$ cat src/rtl/id_ex_reg.sv
// ---------------------------------------------------------------------------
// id_ex_reg -- ID/EX pipeline register with stall, flush and bubble counter.
//
// Captures the decoded instruction from ID into the EX stage on every rising
// clock edge. Update priority on each edge: reset, flush, stall, load.
// A flush, or a load of an instruction that is not valid, inserts a bubble
// (all outputs zero) and bumps a saturating bubble counter.
//
// Ports:
//   clk, rst_n          clock, synchronous active-low reset
//   stall, flush        pipeline hazard controls
//   id_valid            ID instruction is real
//   id_ex[2:0]          ALU operation class, passed through undecoded
//   id_rs1_data, id_rs2_data, id_imm, id_pc [XLEN-1:0]   operands / imm / PC
//   id_rs1, id_rs2, id_rd [4:0]                          register indices
//   id_reg_write, id_mem_read, id_mem_write, id_mem_to_reg, id_alu_src
//   ex_*                registered EX-stage copies of the above
//   bubble_cnt[CNT_W-1:0] saturating count of bubbles issued into EX
// ---------------------------------------------------------------------------
module id_ex_reg #(
  parameter int XLEN  = 32,
  parameter int CNT_W = 16
) (
  input  logic             clk,
  input  logic             rst_n,
  input  logic             stall,
  input  logic             flush,
  input  logic             id_valid,
  input  logic [2:0]       id_ex,
  input  logic [XLEN-1:0]  id_rs1_data,
  input  logic [XLEN-1:0]  id_rs2_data,
  input  logic [XLEN-1:0]  id_imm,
  input  logic [XLEN-1:0]  id_pc,
  input  logic [4:0]       id_rs1,
  input  logic [4:0]       id_rs2,
  input  logic [4:0]       id_rd,
  input  logic             id_reg_write,
  input  logic             id_mem_read,
  input  logic             id_mem_write,
  input  logic             id_mem_to_reg,
  input  logic             id_alu_src,
  output logic             ex_valid,
  output logic [2:0]       ex_ex,
  output logic [XLEN-1:0]  ex_rs1_data,
  output logic [XLEN-1:0]  ex_rs2_data,
  output logic [XLEN-1:0]  ex_imm,
  output logic [XLEN-1:0]  ex_pc,
  output logic [4:0]       ex_rs1,
  output logic [4:0]       ex_rs2,
  output logic [4:0]       ex_rd,
  output logic             ex_reg_write,
  output logic             ex_mem_read,
  output logic             ex_mem_write,
  output logic             ex_mem_to_reg,
  output logic             ex_alu_src,
  output logic [CNT_W-1:0] bubble_cnt
);

  logic             valid_q,      valid_d;
  logic [2:0]       ex_q,         ex_d;
  logic [XLEN-1:0]  rs1_data_q,   rs1_data_d;
  logic [XLEN-1:0]  rs2_data_q,   rs2_data_d;
  logic [XLEN-1:0]  imm_q,        imm_d;
  logic [XLEN-1:0]  pc_q,         pc_d;
  logic [4:0]       rs1_q,        rs1_d;
  logic [4:0]       rs2_q,        rs2_d;
  logic [4:0]       rd_q,         rd_d;
  logic             reg_write_q,  reg_write_d;
  logic             mem_read_q,   mem_read_d;
  logic             mem_write_q,  mem_write_d;
  logic             mem_to_reg_q, mem_to_reg_d;
  logic             alu_src_q,    alu_src_d;
  logic [CNT_W-1:0] cnt_q,        cnt_d;

  logic             load_bubble;

  // Counter sticks at all-ones instead of wrapping.
  function automatic logic [CNT_W-1:0] sat_inc(input logic [CNT_W-1:0] c);
    if (&c) return c;
    return c + {{(CNT_W-1){1'b0}}, 1'b1};
  endfunction

  // Flush wins over stall; an invalid ID slot becomes a bubble only when
  // the stage is actually advancing.
  assign load_bubble = flush || (!stall && !id_valid);

  always_comb begin
    valid_d      = valid_q;
    ex_d         = ex_q;
    rs1_data_d   = rs1_data_q;
    rs2_data_d   = rs2_data_q;
    imm_d        = imm_q;
    pc_d         = pc_q;
    rs1_d        = rs1_q;
    rs2_d        = rs2_q;
    rd_d         = rd_q;
    reg_write_d  = reg_write_q;
    mem_read_d   = mem_read_q;
    mem_write_d  = mem_write_q;
    mem_to_reg_d = mem_to_reg_q;
    alu_src_d    = alu_src_q;
    cnt_d        = cnt_q;
    if (load_bubble) begin
      valid_d      = 1'b0;
      ex_d         = '0;
      rs1_data_d   = '0;
      rs2_data_d   = '0;
      imm_d        = '0;
      pc_d         = '0;
      rs1_d        = '0;
      rs2_d        = '0;
      rd_d         = '0;
      reg_write_d  = 1'b0;
      mem_read_d   = 1'b0;
      mem_write_d  = 1'b0;
      mem_to_reg_d = 1'b0;
      alu_src_d    = 1'b0;
      cnt_d        = sat_inc(cnt_q);
    end else if (!stall) begin
      valid_d      = 1'b1;
      ex_d         = id_ex;
      rs1_data_d   = id_rs1_data;
      rs2_data_d   = id_rs2_data;
      imm_d        = id_imm;
      pc_d         = id_pc;
      rs1_d        = id_rs1;
      rs2_d        = id_rs2;
      rd_d         = id_rd;
      // Writes to x0 are dropped here so later stages never see them.
      reg_write_d  = id_reg_write && (id_rd != 5'd0);
      mem_read_d   = id_mem_read;
      mem_write_d  = id_mem_write;
      mem_to_reg_d = id_mem_to_reg;
      alu_src_d    = id_alu_src;
    end
  end

  // ID -> EX stage boundary
  always_ff @(posedge clk) begin
    if (!rst_n) begin
      valid_q      <= 1'b0;
      ex_q         <= '0;
      rs1_data_q   <= '0;
      rs2_data_q   <= '0;
      imm_q        <= '0;
      pc_q         <= '0;
      rs1_q        <= '0;
      rs2_q        <= '0;
      rd_q         <= '0;
      reg_write_q  <= 1'b0;
      mem_read_q   <= 1'b0;
      mem_write_q  <= 1'b0;
      mem_to_reg_q <= 1'b0;
      alu_src_q    <= 1'b0;
      cnt_q        <= '0;
    end else begin
      valid_q      <= valid_d;
      ex_q         <= ex_d;
      rs1_data_q   <= rs1_data_d;
      rs2_data_q   <= rs2_data_d;
      imm_q        <= imm_d;
      pc_q         <= pc_d;
      rs1_q        <= rs1_d;
      rs2_q        <= rs2_d;
      rd_q         <= rd_d;
      reg_write_q  <= reg_write_d;
      mem_read_q   <= mem_read_d;
      mem_write_q  <= mem_write_d;
      mem_to_reg_q <= mem_to_reg_d;
      alu_src_q    <= alu_src_d;
      cnt_q        <= cnt_d;
    end
  end

  assign ex_valid      = valid_q;
  assign ex_ex         = ex_q;
  assign ex_rs1_data   = rs1_data_q;
  assign ex_rs2_data   = rs2_data_q;
  assign ex_imm        = imm_q;
  assign ex_pc         = pc_q;
  assign ex_rs1        = rs1_q;
  assign ex_rs2        = rs2_q;
  assign ex_rd         = rd_q;
  assign ex_reg_write  = reg_write_q;
  assign ex_mem_read   = mem_read_q;
  assign ex_mem_write  = mem_write_q;
  assign ex_mem_to_reg = mem_to_reg_q;
  assign ex_alu_src    = alu_src_q;
  assign bubble_cnt    = cnt_q;

endmodule
$ cat config.mk
export PLATFORM = sky130hd
export DESIGN_NAME = id_ex_reg
export DESIGN_NICKNAME = d
export VERILOG_FILES = /design/src/rtl/id_ex_reg.sv
export SDC_FILE = /design/constraint.sdc
export NUM_CORES = 1
export LEC_CHECK = 0
export CAP_MARGIN = 20
export CORE_ASPECT_RATIO = 1.2
export CORE_UTILIZATION = 40
export CTS_CLUSTER_DIAMETER = 100
export DETAILED_ROUTE_END_ITERATION = 10
export HOLD_SLACK_MARGIN = 0.1
export PLACE_DENSITY = 0.81
export SLEW_MARGIN = 0
export SYNTH_ARGS = -nofsm -noshare
export SYNTH_HDL_FRONTEND = slang
export SYNTH_SLANG_ARGS = --single-unit
$ cat constraint.sdc
create_clock -name clk -period 2.3 [get_ports clk]
set_input_delay 0.23 -clock clk [delete_from_list [all_inputs] [get_ports clk]]
set_output_delay 0.23 -clock clk [all_outputs]
set_load 0.01 [all_outputs]
# After elaboration in Yosys (flattened, before gate mapping)
# Cells that the tools add are included.
dict set report totals {
  regBits 168
  latchBits 0
  mem_bits_rw 0
  romBits 0
  in_bits 156
  out_inout_bits 168
  wordCells 30
  memories 0
}
dict set report classes {
  n_addsub 1
  n_mul 0
  n_div 0
  n_lt_le_gt_ge 0
  eq_ne 1
  shifts 0
  n_mux 3
  bitwise 1
  n_reduce_logical 9
}
# cell n
set ops {}
lappend ops {{16-bit by 1-bit adder with 16-bit output, second input constant} 1}
lappend ops {{16-bit 2-to-1 mux} 1}
lappend ops {{16-bit AND reduction} 1}
lappend ops {{5-bit nonzero test} 1}
lappend ops {{1-bit logical AND} 2}
lappend ops {{1-bit zero test} 2}
lappend ops {{1-bit 2-to-1 mux} 2}
lappend ops {{2-bit != test, second input constant} 1}
lappend ops {{2-bit AND reduction} 1}
lappend ops {{2-bit OR reduction} 1}
lappend ops {{1-bit logical OR} 1}
lappend ops {{1-bit NOT} 1}

# Depth between registers and ports, before layout
# Gate-level depths: netlist (run 1).
dict set report depth {
  word_depth 6
  ltp_mapped 7
  ltp_nobuf 5
}

# Worst setup path after synthesis (run 1)
# Ideal clock, no wire load.
dict set report synth_timing {
  kind {reg2reg}
  from {register cnt_q[0], in the netlist bubble_cnt[0]}
  to {register cnt_q[0], in the netlist bubble_cnt[0]}
  setup_time_ns 0.126
  t_arrival_ns 1.550
  slack_ns 0.624
  stages_incl_launch_ff 6
  path_buffers 0
  path_cell_list {dfxtp_1 ha_1 nand3_1 nor4_4 a21oi_1 mux2i_1}
}
dict set report synth_between {
  elab_chain_len 5
}
# element line
set synth_rtl {}
lappend synth_rtl {{start: declaration} 73} ;# logic [CNT_W-1:0] cnt_q, cnt_d;
lappend synth_rtl {{start signal: assignment} 171} ;# cnt_q <= cnt_d;
lappend synth_rtl {{parallel branches: the longest is 5 deep, another holds 16-bit by 1-bit adder with 16-bit output} n/a}
# Parallel ways; which one is timed is not known. The select of a mux whose other input is x is not followed.
# A chain may end at the register's enable or synchronous reset.

# Worst setup path after layout (run 1)
dict set report layout_timing {
  from {register cnt_q[1], in the netlist bubble_cnt[1]}
  to {register cnt_q[1], in the netlist bubble_cnt[1]}
}
# The elaborated chain is that of the path after synthesis.

==> flow_summary.json, run 1 <==
{
  "run_status": "completed",
  "power.leakage_nw": 4.16,
  "routed_wl_um": 18100,
  "grt_setup_unrepaired": "false",
  "track_usage_pct": 22.6,
  "r2r-start": "bubble_cnt[1]",
  "tightest_slew_ns": 1.23,
  "ioPinCount": 324,
  "die_h_um": 139,
  "required_ns": 2.60,
  "slowest_delay_ns": 0.46,
  "synthCells": 601,
  "n_antenna_cell": 0,
  "synth_area_leaders": "dfxtp_1 (54%), mux2i_1 (26%), nor2_1 (9.2%)",
  "critPathTopFamily": "simple AND/OR/NAND/NOR gates",
  "ys_seq_elements": 168,
  "fin_worst_skew_ns": 0.00229,
  "row_count": 49,
  "met1_usage_pct": 22.5,
  "tns_ns": 0,
  "hold_path_class": "in2reg",
  "dr.first_iter.drc_count": 241,
  "holdBufCountCts": 0,
  "cts_repair_resize_count": 0,
  "clockRootBuffer": "clkbuf_16",
  "finalPower_w": 0.00686,
  "synth_largest_area_cell": "dfxtp_1",
  "die_w_um": 116,
  "grt_start_max_net_pins": 154,
  "setup_viol": 0,
  "design.core.area_um2": 15100,
  "drv_cap": 0,
  "reg2reg_to": "bubble_cnt[1]",
  "clock_sinks": 168,
  "avgSynthCellArea_um2": 10.3,
  "grt_pass1_vias": 5269,
  "synth_cell_types": 34,
  "yosysMostFrequentCell": "dfxtp_1",
  "hp-start": "id_rs2_data[28]",
  "cp.arrival_ns": 2.22,
  "syn_to_final_growth_pct": 65.1,
  "gp_congestion": 0.802,
  "via_count": 5370,
  "ys.warnings.count": 0,
  "fin_cells": 1130,
  "synth_ff_type": "dfxtp_1",
  "grt_overflow": 0,
  "fin_util_pct": 68.1,
  "clk_latency_ns": 0.42,
  "synth_common_cells": "dfxtp_1 (168), mux2i_1 (159), nor2_1 (153), clkbuf_1 (20), nand2_1 (18)",
  "grt_pass1_wl_um": 27400,
  "port_buffers": 323,
  "post_drt_wl_per_cell_um": 16.0,
  "hold_viol": 0,
  "slew_headroom_pct": 17.8,
  "period_needed_ns": 1.92,
  "slew_violations": 0,
  "cts_buffer_depth": 2,
  "irDropWorstVdd_mv": 0.527,
  "die_area_um2": 16100,
  "fmax_mhz": 522,
  "path_max_fanout": 10,
  "grt_util_met2_pct": 40.1,
  "drive_above_1_share_pct": 4.64,
  "path_cells": "ha_1 -> nand3_1 -> nor4_4 -> a21oi_1 -> mux2i_1",
  "cts_tree": "built",
  "synth-seq-area-share_pct": 54.1,
  "hold_depth": 3,
  "crit_cells": 5,
  "synth_nets": 758,
  "cts_max_level": 4,
  "worst-r2r-setup-slack_ns": 0.38,
  "clkTransAtPathRegs_ns": 0.07,
  "r2r_cells": 5,
  "cp.buffers_inverters": 0,
  "drc": 0,
  "avgViaCountPerCell": 4.75,
  "path_class": "reg2reg",
  "ant_nets": 0,
  "dpl.cell_count": 1098,
  "start_util_pct": 41.2,
  "cts_buffers": 17,
  "async_flop_share_pct": 0,
  "end_kind": "register",
  "slowest_stage": "dfxtp_1",
  "syn_area_um2": 6220,
  "nets": 1070,
  "min_to": "ex_rs2_data[28]",
  "timing.final.crit_share_pct": 83.3,
  "start_kind": "register",
  "synth_edf_count": 0,
  "use_met3_pct": 7.60,
  "cts_setup_buffers": 0,
  "powerDensity_nw_per_um2": 668,
  "first_pass_iters": 4,
  "antenna_found_initial": 0,
  "yosysTopAreaCellShare_pct": 54.1,
  "gr-max-usage-layer": "met2",
  "dp_hpwl_um": 13000
}
kinds of logic after synthesis:
| family | after synthesis | share of synthesized area [%] |
|---|---|---|
| AOI/OAI and AO/OA | 26 | 2.74 |
| adders and majority gates | 1 | 0.201 |
| buffers and inverters | 40 | 2.80 |
| DFF | 168 | 54.1 |
| muxes | 159 | 25.6 |
| and+or+nand+nor | 207 | 14.6 |
layout by cell type, fill, tap and decap left out, types with 3 or more instances in the layout:
cell and instances:
and4_1 3, buf_4 3, bufinv_16 3, clkdlybuf4s50_1 322, nand4_1 6, clkbuf_16 17, mux2i_1 159, nand3_1 4
nand2b_1 8, nor2_1 153, buf_12 3, clkbuf_8 4, o31ai_1 3, o21ai_0 4, or4_1 5, inv_1 4
a21oi_1 10, nand2_1 17, inv_6 5, dfxtp_1 168
through the flow:
stage                     instance area [um2]  worst slack [ns]  hold WS [ns]
after global routing                    10300             0.266         0.398
final                                   10300             0.384         0.404
after global placement                   9640             0.423         0.436
after floorplan                          6220             0.624         0.374
after CTS                               10300             0.406         0.396
after detailed placement                 9640             0.365         0.442
cell type report:
cell class	count	area [um2]
fill	1205	4810
tap	204	255
timing repair buffer	329	3320
sequential	168	3360
clock inverter	12	159
inverter	4	15.0
clock buffer	20	467
multi-input combinational	393	2690
where the power goes:
group | total (W) | switching, W | internal, W
logic | 0.000825 | 0.000312 | 0.000513
registers | 0.00303 | 0.0000433 | 0.00299
clock network | 0.00300 | 0.00119 | 0.00181
total | 0.00686 | 0.00155 | 0.00531
how the worst max path moves through the flow:
stage / to / start / slack [ns]
after floorplan: bubble_cnt[0] / bubble_cnt[0] / 0.62
after detailed placement: bubble_cnt[14] / id_valid / 0.37
after CTS: bubble_cnt[14] / bubble_cnt[2] / 0.41
after global placement: bubble_cnt[14] / id_valid / 0.42
after global routing: bubble_cnt[1] / bubble_cnt[1] / 0.27
final: bubble_cnt[1] / bubble_cnt[1] / 0.38
metal layers:
metal  vias to the layer above  wire length, um  share of wire, %
met5                         -                0                 0
met4                         0              833               4.6
met3                        50             1390               7.7
met2                       214             9200                51
met1                      2439             6700                37
li1                       2667                -                 -
worst register-to-register path, delay by kind of cell, from the launching register on:
kind                     cells  cell delay, ns
AO/OA/AOI/OAI                1            0.22
AND/OR/NAND/NOR              2            0.62
flip-flops                   1            0.46
multiplexers                 1            0.15
adder cells (fa/ha/maj)      1            0.34
No activity file was read; power rests on OpenSTA's default activity.
==> run 2, diff against run 1 <==
==> constraint.sdc (replaced) <==
create_clock -name clk -period 1.9 [get_ports clk]
set_input_delay 0.19 -clock clk [delete_from_list [all_inputs] [get_ports clk]]
set_output_delay 0.19 -clock clk [all_outputs]
set_load 0.01 [all_outputs]
==> run 2 against run 1 <==
Effect of this change:
- via count is 0.43% higher
- critical path depth did not move
- sequential power increased by 21%
- sequential share of layout area is essentially flat
- clock power rose by 8.3%
- routed wire length down 1.7%
- power rose by 15%
- die area stayed put
- utilization is 0.075 points higher
==> flow_summary.json, run 2 (synthesis results as in run 1) <==
{
  "postPlaceCellArea_um2": 9710,
  "slew_headroom_pct": 43.2,
  "grt_start_max_net_pins": 104,
  "nets": 1080,
  "period_needed_ns": 1.71,
  "first_pass_iters": 4,
  "drc": 0,
  "via_count": 5393,
  "clkTransAtPathRegs_ns": 0.07,
  "mostFrequentLayoutCell": "clkdlybuf4s50_1",
  "final_cell_mix": "clkdlybuf4s50_1 (322), dfxtp_1 (168), mux2i_1 (159)",
  "port_buffers": 323,
  "drive_above_1_share_pct": 5.66,
  "grt_pass1_wl_um": 27300,
  "avgViaCountPerCell": 4.73,
  "syn_to_final_growth_pct": 65.3,
  "irDropWorstVdd_mv": 0.589,
  "track_usage_pct": 22.2,
  "gp_congestion": 0.815,
  "hold_path_class": "in2reg",
  "required_ns": 2.20,
  "path_max_fanout": 8,
  "end_kind": "register",
  "dr.first_iter.drc_count": 250,
  "post_drt_wl_per_cell_um": 15.6,
  "clk_latency_ns": 0.42,
  "clock_sinks": 168,
  "powerDensity_nw_per_um2": 770,
  "die_w_um": 116,
  "clockRootBuffer": "clkbuf_16",
  "routed_wl_um": 17800,
  "cts_max_level": 4,
  "die_area_um2": 16100,
  "hold_viol": 0,
  "timing.final.crit_share_pct": 89.9,
  "finish.instance_area_um2": 10300,
  "design.core.area_um2": 15100,
  "use_met3_pct": 7.21,
  "setup_viol": 0,
  "ant_nets": 0,
  "start_kind": "register",
  "grt_overflow": 0,
  "n_antenna_cell": 0,
  "run_status": "completed",
  "gr-max-usage-layer": "met2",
  "cts_tree": "built",
  "cp.arrival_ns": 2.01,
  "power.leakage_nw": 4.16,
  "cts_buffer_depth": 2,
  "tns_ns": 0,
  "slew_violations": 0,
  "fmax_mhz": 585,
  "met1_usage_pct": 21.9,
  "path_class": "reg2reg",
  "grt_pass1_vias": 5293,
  "fin_worst_skew_ns": 0.00888,
  "cts_buffers": 17,
  "grt_util_met2_pct": 40.6,
  "start_util_pct": 41.2,
  "drv_cap": 0,
  "grt_setup_unrepaired": "false",
  "ioPinCount": 324,
  "row_count": 49,
  "dp_hpwl_um": 12900,
  "die_h_um": 139,
  "antenna_found_initial": 0,
  "tightest_slew_ns": 0.852
}
## run 2: per-stage QoR
stage	std cells	utilization, %	hold slack (ns)	total power, W	setup slack [ns]
2_1_floorplan	601	-	0.334	0.00415	0.224
3_3_place_gp	1107	64.4	0.437	0.00473	0.117
3_5_place_dp	1107	64.4	0.448	0.00474	0.0931
4_1_cts	1139	68.1	0.334	0.00800	0.141
5_1_grt	1140	68.2	0.358	0.00822	0.0222
6_report	1140	68.2	0.349	0.00791	0.191
## run 2: what timing repair did
| action | CTS | global route |
|---|---|---|
| buffers inserted | 0 | 1 |
| hold buffers | 0 | 0 |
| endpoints found under the setup margin | 0 | 2 |
| hold endpoints to repair | 0 | 0 |
| resized for setup | 0 | 1 |
## run 2: area by class of cell
type	count	area, um2
clock buffer	21	470
clock inverter	11	88.8
fill	1206	4800
inverter	4	15.0
multi-input combinational	393	2690
sequential	168	3360
tap	204	255
timing repair buffer	339	3390
## run 2: path summary, 6_finish.rpt
check,from,endpoint,slack [ns],depth (start not counted)
worst min register to register,ex_valid,ex_valid,0.46,2
worst max-delay path,bubble_cnt[0],bubble_cnt[0],0.19,5
worst min-delay path,stall,bubble_cnt[7],0.35,5
worst max register to register,bubble_cnt[0],bubble_cnt[0],0.19,5
## run 2: worst max-delay path, stage by stage (launching register included)
cell	delay, ns
dfxtp_1	0.33
ha_2	0.26
nand3_1	0.17
nor4_4	0.48
a21oi_1	0.20
mux2i_1	0.15
## run 2: metal layers
layer / vias up / routed length (um) / part of all wire, %
li1: 2686 / - / -
met1: 2477 / 6470 / 36
met2: 191 / 9360 / 53
met3: 39 / 1400 / 7.9
met4: 0 / 586 / 3.3
met5: - / 0 / 0
## run 2: power by group
| group | switching [W] | internal [W] |
|---|---|---|
| sequential | 0.0000472 | 0.00362 |
| clock | 0.00145 | 0.00180 |
| combinational | 0.000379 | 0.000622 |
==> RTL edit 1 (flow settings as in run 1) <==
`CNT_W`: 16 -> 12.
--- a/src/rtl/id_ex_reg.sv
+++ b/src/rtl/id_ex_reg.sv
@@ -19,7 +19,7 @@
 // ---------------------------------------------------------------------------
 module id_ex_reg #(
   parameter int XLEN  = 32,
-  parameter int CNT_W = 16
+  parameter int CNT_W = 12
 ) (
   input  logic             clk,
   input  logic             rst_n,
Interface: changed (resized bubble_cnt); port bits go from 324 to 320. The function was not compared with the original's and may differ.
==> RTL edit 1 against run 1 <==
Final area down 4.1%; power down 3.1%; combinational power down 2%; synthesized area down 4.7%; routed wire length down 1.8%; setup slack better by 0.19 ns; clock power down 4%; non-clock buffer count down 5; critical path depth down 4; sequential cell count down 4; largest power group unchanged.
==> RTL edit 1: results (changes against run 1) <==
CTS Buf Count=17 (unchanged); post-synth cell types=33 (-2.9%); final antenna-violating net count=0 (unchanged); I/O Buffers=319 (-1.2%); # H-tree levels=4 (unchanged); Root Driver=clkbuf_16; max_slew headroom=0.4834 (+0.3056); Avg Synthesized Cell Area=10.49 sq um (+1.4%); fillers=1103 (-8.5%); Routed WL per cell=16.79 microns (+4.6%); reg2reg setup slack=0.66 ns (+0.28 ns); R2R depth=4 (-1); GRT Total Usage=0.2291 (+0.003336); CP Max Fanout=5 (-5); Worst-Skew Late Latency=0.42 ns (about the same); Seq/Total Area, Yosys=0.5541 (+0.01321); Worst Setup SP=bubble_cnt[7]; post-place instance area=0.009249 sq mm (-4.1%); Final setup viols=0 (unchanged); post-DP HPWL=13.02 mm (+0.38%); fin crit period=1.727 ns (-0.1887 ns); Detailed Route Iter0 Violations=246 (+2.1%); skew final=0.01035 ns (+0.008062 ns); DP Cell Count=1029 (-6.3%); post-CTS setup buffers=0 (unchanged); Setup WS pre-CTS=0.4223 ns (+0.05699 ns); CTS resizes=0 (unchanged); worst min path class=in -> reg; clock tree buffer depth=2 (unchanged); layout cells sized above 1=0.04633 (-0.0001086); DR pass1 iterations=5 (+1); vias in the first global route=5258 (-0.21%); Synth area leaders=dfxtp_1 (55%), mux2i_1 (26%), nor2_1 (9.8%), buf_2 (2.1%), clkbuf_1 (0.63%); crit-path leading delay family=buffers and inverters; routability cong.=0.7874 (-1.8%); run status=complete, no violations; worst vdd ir=0.5643 mV (+7.1%); Synth Warn #=0 (unchanged); delay of the slowest cell on the worst path=0.61 ns (+0.15 ns); largest net degree at the start of global routing=126 (-18%); final std cells w/o fill=1060 (-6.2%); number of antenna violations at the first check in global routing=2 (+2); Commonest cells post-synth=dfxtp_1 (164), nor2_1 (154), mux2i_1 (152), buf_2 (25); n_diodes=0 (unchanged); first-pass GRT wire length=26.85 mm (-2.2%); Arrival @ worst endpoint=1.50 ns (-0.72 ns); reg-to-reg startpoint=bubble_cnt[0]; LEAKAGE=4.024 nW (-3.2%); syn_nets=722 (-4.7%); crit path to=bubble_cnt[7]; Crit-path slowest cell=clkdlybuf4s50_1; end of the worst register-to-register path=bubble_cnt[10]; vias per std cell=4.965 (+4.5%)
[RTL edit 1: power breakdown]
group	total [mW]	switching, mW	internal, mW	leakage [nW]
logic	0.809	0.307	0.502	2.41
registers	2.96	0.0435	2.92	1.33
clock network	2.87	1.14	1.74	0.287
total	6.65	1.49	5.16	4.02
[RTL edit 1: routing by layer]
layer / wire length, microns / track usage / vias to the layer above
met5: 26 / 0 / -
met4: 458 / 0.1016 / 4
met3: 1909 / 0.1029 / 39
met2: 8858 / 0.4087 / 257
met1: 6542 / 0.2286 / 2431
li1: - / - / 2532
[RTL edit 1: worst min-delay path by stage]
stage | from | to | slack [ns] | cells past startpoint
after floorplan | id_alu_src | ex_alu_src | 0.37 | 2
after global placement | ex_valid | ex_valid | 0.44 | 2
after detailed placement | ex_valid | ex_valid | 0.44 | 2
after CTS | stall | bubble_cnt[2] | 0.27 | 4
after global routing | stall | bubble_cnt[2] | 0.29 | 4
final | stall | bubble_cnt[2] | 0.29 | 4
[RTL edit 1: cell families (layout without fill, tap and decap cells)]
kind of cell,after synthesis,count (layout),share of synthesized area
buffers and inverters,38,358,0.02935
DFF,164,164,0.5541
and+or+nand+nor,190,190,0.1326
xor gates and xnor gates,1,1,0.001478
AOI/OAI and AO/OA,19,19,0.02365
muxes,152,152,0.2568
adders and majority gates,1,1,0.002111
[RTL edit 1: cell type report]
type | count | area (sq um) | share of cell area
multi-input cells | 363 | 2476 | 0.2514
inverters | 3 | 11.26 | 0.001143
clock inverters | 11 | 153.9 | 0.01563
repair buffers | 324 | 3259 | 0.3309
flip-flops and latches | 164 | 3283 | 0.3333
well taps | 175 | 219.0 | 0.02223
clock buffers | 20 | 446.7 | 0.04535
==> RTL edit 2 (flow settings as in run 1) <==
Made on the original files. Take the reset off `rs2_data_q` and load it in a clocked block of its own.
--- a/src/rtl/id_ex_reg.sv
+++ b/src/rtl/id_ex_reg.sv
@@ -141,7 +141,6 @@
       valid_q      <= 1'b0;
       ex_q         <= '0;
       rs1_data_q   <= '0;
-      rs2_data_q   <= '0;
       imm_q        <= '0;
       pc_q         <= '0;
       rs1_q        <= '0;
@@ -157,7 +156,6 @@
       valid_q      <= valid_d;
       ex_q         <= ex_d;
       rs1_data_q   <= rs1_data_d;
-      rs2_data_q   <= rs2_data_d;
       imm_q        <= imm_d;
       pc_q         <= pc_d;
       rs1_q        <= rs1_d;
@@ -170,6 +168,10 @@
       alu_src_q    <= alu_src_d;
       cnt_q        <= cnt_d;
     end
+  end
+
+  always_ff @(posedge clk) begin
+    rs2_data_q <= rs2_data_d;
   end
 
   assign ex_valid      = valid_q;
Check against the original RTL: not equivalent (Yosys sat finds a counterexample within 4 cycles, from zero or initial values and one cycle with rst_n low).
==> RTL edit 2 against run 1 <==
Largest power group unchanged; critical endpoint is now bubble_cnt[11]; routed wire length decreased by 7.5%; synthesized area decreased by 2.0%; power decreased by 4.2%; sequential cell count unchanged; setup slack got worse by 0.042 ns; critical path depth unchanged; final area decreased by 1.9%; combinational power increased by 1%; maximum frequency decreased by 2.1%.
==> RTL edit 2: results (changes against run 1) <==
run status=complete, no violations; Metal-1 WL=6.326 mm (-5.6%); Routed met2 length=8.078 mm (-12%); post-synth cell types=30 (-12%); Detailed Route Iter0 Violations=226 (-6.2%); hold path depth=4 (+1); LEAKAGE=4.042 nW (-2.7%); number of antenna violations at the first check in global routing=1 (+1); Setup WS pre-CTS=0.2012 ns (-0.1641 ns); vias in the first global route=5063 (-3.9%); met3 wire length=1.902 mm (+37%); clock tree buffer depth=2 (unchanged); Nets=1061 (-0.84%); Yosys top cell by area=dfxtp_1; WS Path Type=reg -> reg; GRT Total Usage=0.2079 (-0.01782); worst hold slack=0.3682 ns (-0.03533 ns); CP Max Fanout=7 (-3); end of the worst register-to-register path=bubble_cnt[11]; syn_nets=750 (-1.1%); worst vdd ir=0.4584 mV (-13%); hold path startpoint=stall; Crit-path slowest cell=or4b_1; Arrival @ worst endpoint=2.29 ns (+0.07 ns); GR Util met1=0.2172 (-0.007615); Commonest cells post-synth=dfxtp_1 (168), nor2_1 (154), mux2i_1 (150), clkbuf_1 (24), a21oi_1 (16); reg2reg setup slack=0.34 ns (-0.04 ns); I/O Buffers=323 (unchanged); DP Cell Count=1089 (-0.82%); CTS resizes=0 (unchanged); vias per std cell=4.740 (-0.26%); post-synthesis adder-cell area fraction=0.002053 (+0.00004047); first-pass GRT wire length=24.99 mm (-9.0%); Post-Syn Instances=593 (-1.3%); met3 usage=0.1003 (+0.02426); Seq/Total Area, Yosys=0.5517 (+0.01088); top layer reached by signal wires=met5; post-place instance area=0.009525 sq mm (-1.2%); delay of the slowest cell on the worst path=0.60 ns (+0.14 ns); routability cong.=0.7805 (-2.7%); layout cells sized above 1=0.04376 (-0.002673); WHS Endpoint=ex_rs2_data[14]; DR pass1 iterations=4 (unchanged); Compound-Gate Fraction of Synth Area=0.03448 (+0.007119); multiplexer area fraction after synthesis=0.2463 (-0.009630); reg-to-reg startpoint=bubble_cnt[5]; measured slew at the worst slew-check pin=1.145 ns (-0.08872 ns); XOR/XNOR Fraction of Synth Area=0 (unchanged); post-CTS setup buffers=0 (unchanged); crit-path leading delay family=simple AND/OR/NAND/NOR gates; final WL=16.77 mm (-7.5%); grt met2 use=0.3502 (-0.05052); post-DP HPWL=11.94 mm (-7.9%); skew final=0.007203 ns (+0.004910 ns); Routed WL per cell=15.00 microns (-6.5%); f_max=510.9 MHz (-2.1%); Synth area leaders=dfxtp_1 (55%), mux2i_1 (25%), nor2_1 (9.5%), clkbuf_1 (1.5%), a21oi_1 (1.3%)
==> RTL edit 2: cell count changes in the layout (fill, tap and decap cells not counted), moves of 3 or more <==
cell | run 1 | this run
nand2_1 | 17 | 4
mux2i_1 | 159 | 150
nand2b_1 | 8 | 1
or3_1 | 0 | 7
a21oi_1 | 10 | 16
inv_6 | 5 | 0
o31ai_1 | 3 | 8
clkbuf_1 | 0 | 3
nand3_1 | 4 | 7
o21ai_0 | 4 | 7
==> RTL edit 2: final cells by class <==
| class | instances | area (sq um) |
|---|---|---|
| clock buffer | 21 | 450.4 |
| clock inverter | 8 | 101.3 |
| fill | 1232 | 4882 |
| inverter | 5 | 18.77 |
| multi-input combinational | 383 | 2581 |
| sequential | 168 | 3363 |
| tap | 204 | 255.2 |
| timing repair buffer | 329 | 3307 |
==> RTL edit 2: power breakdown <==
part           total, mW  switching, mW  internal [mW]  leakage (nW)
sequential          3.05         0.0459           3.00          1.37
combinational      0.833          0.309          0.524          2.41
clock               2.69           1.08           1.61         0.261
total               6.57           1.44           5.13          4.04
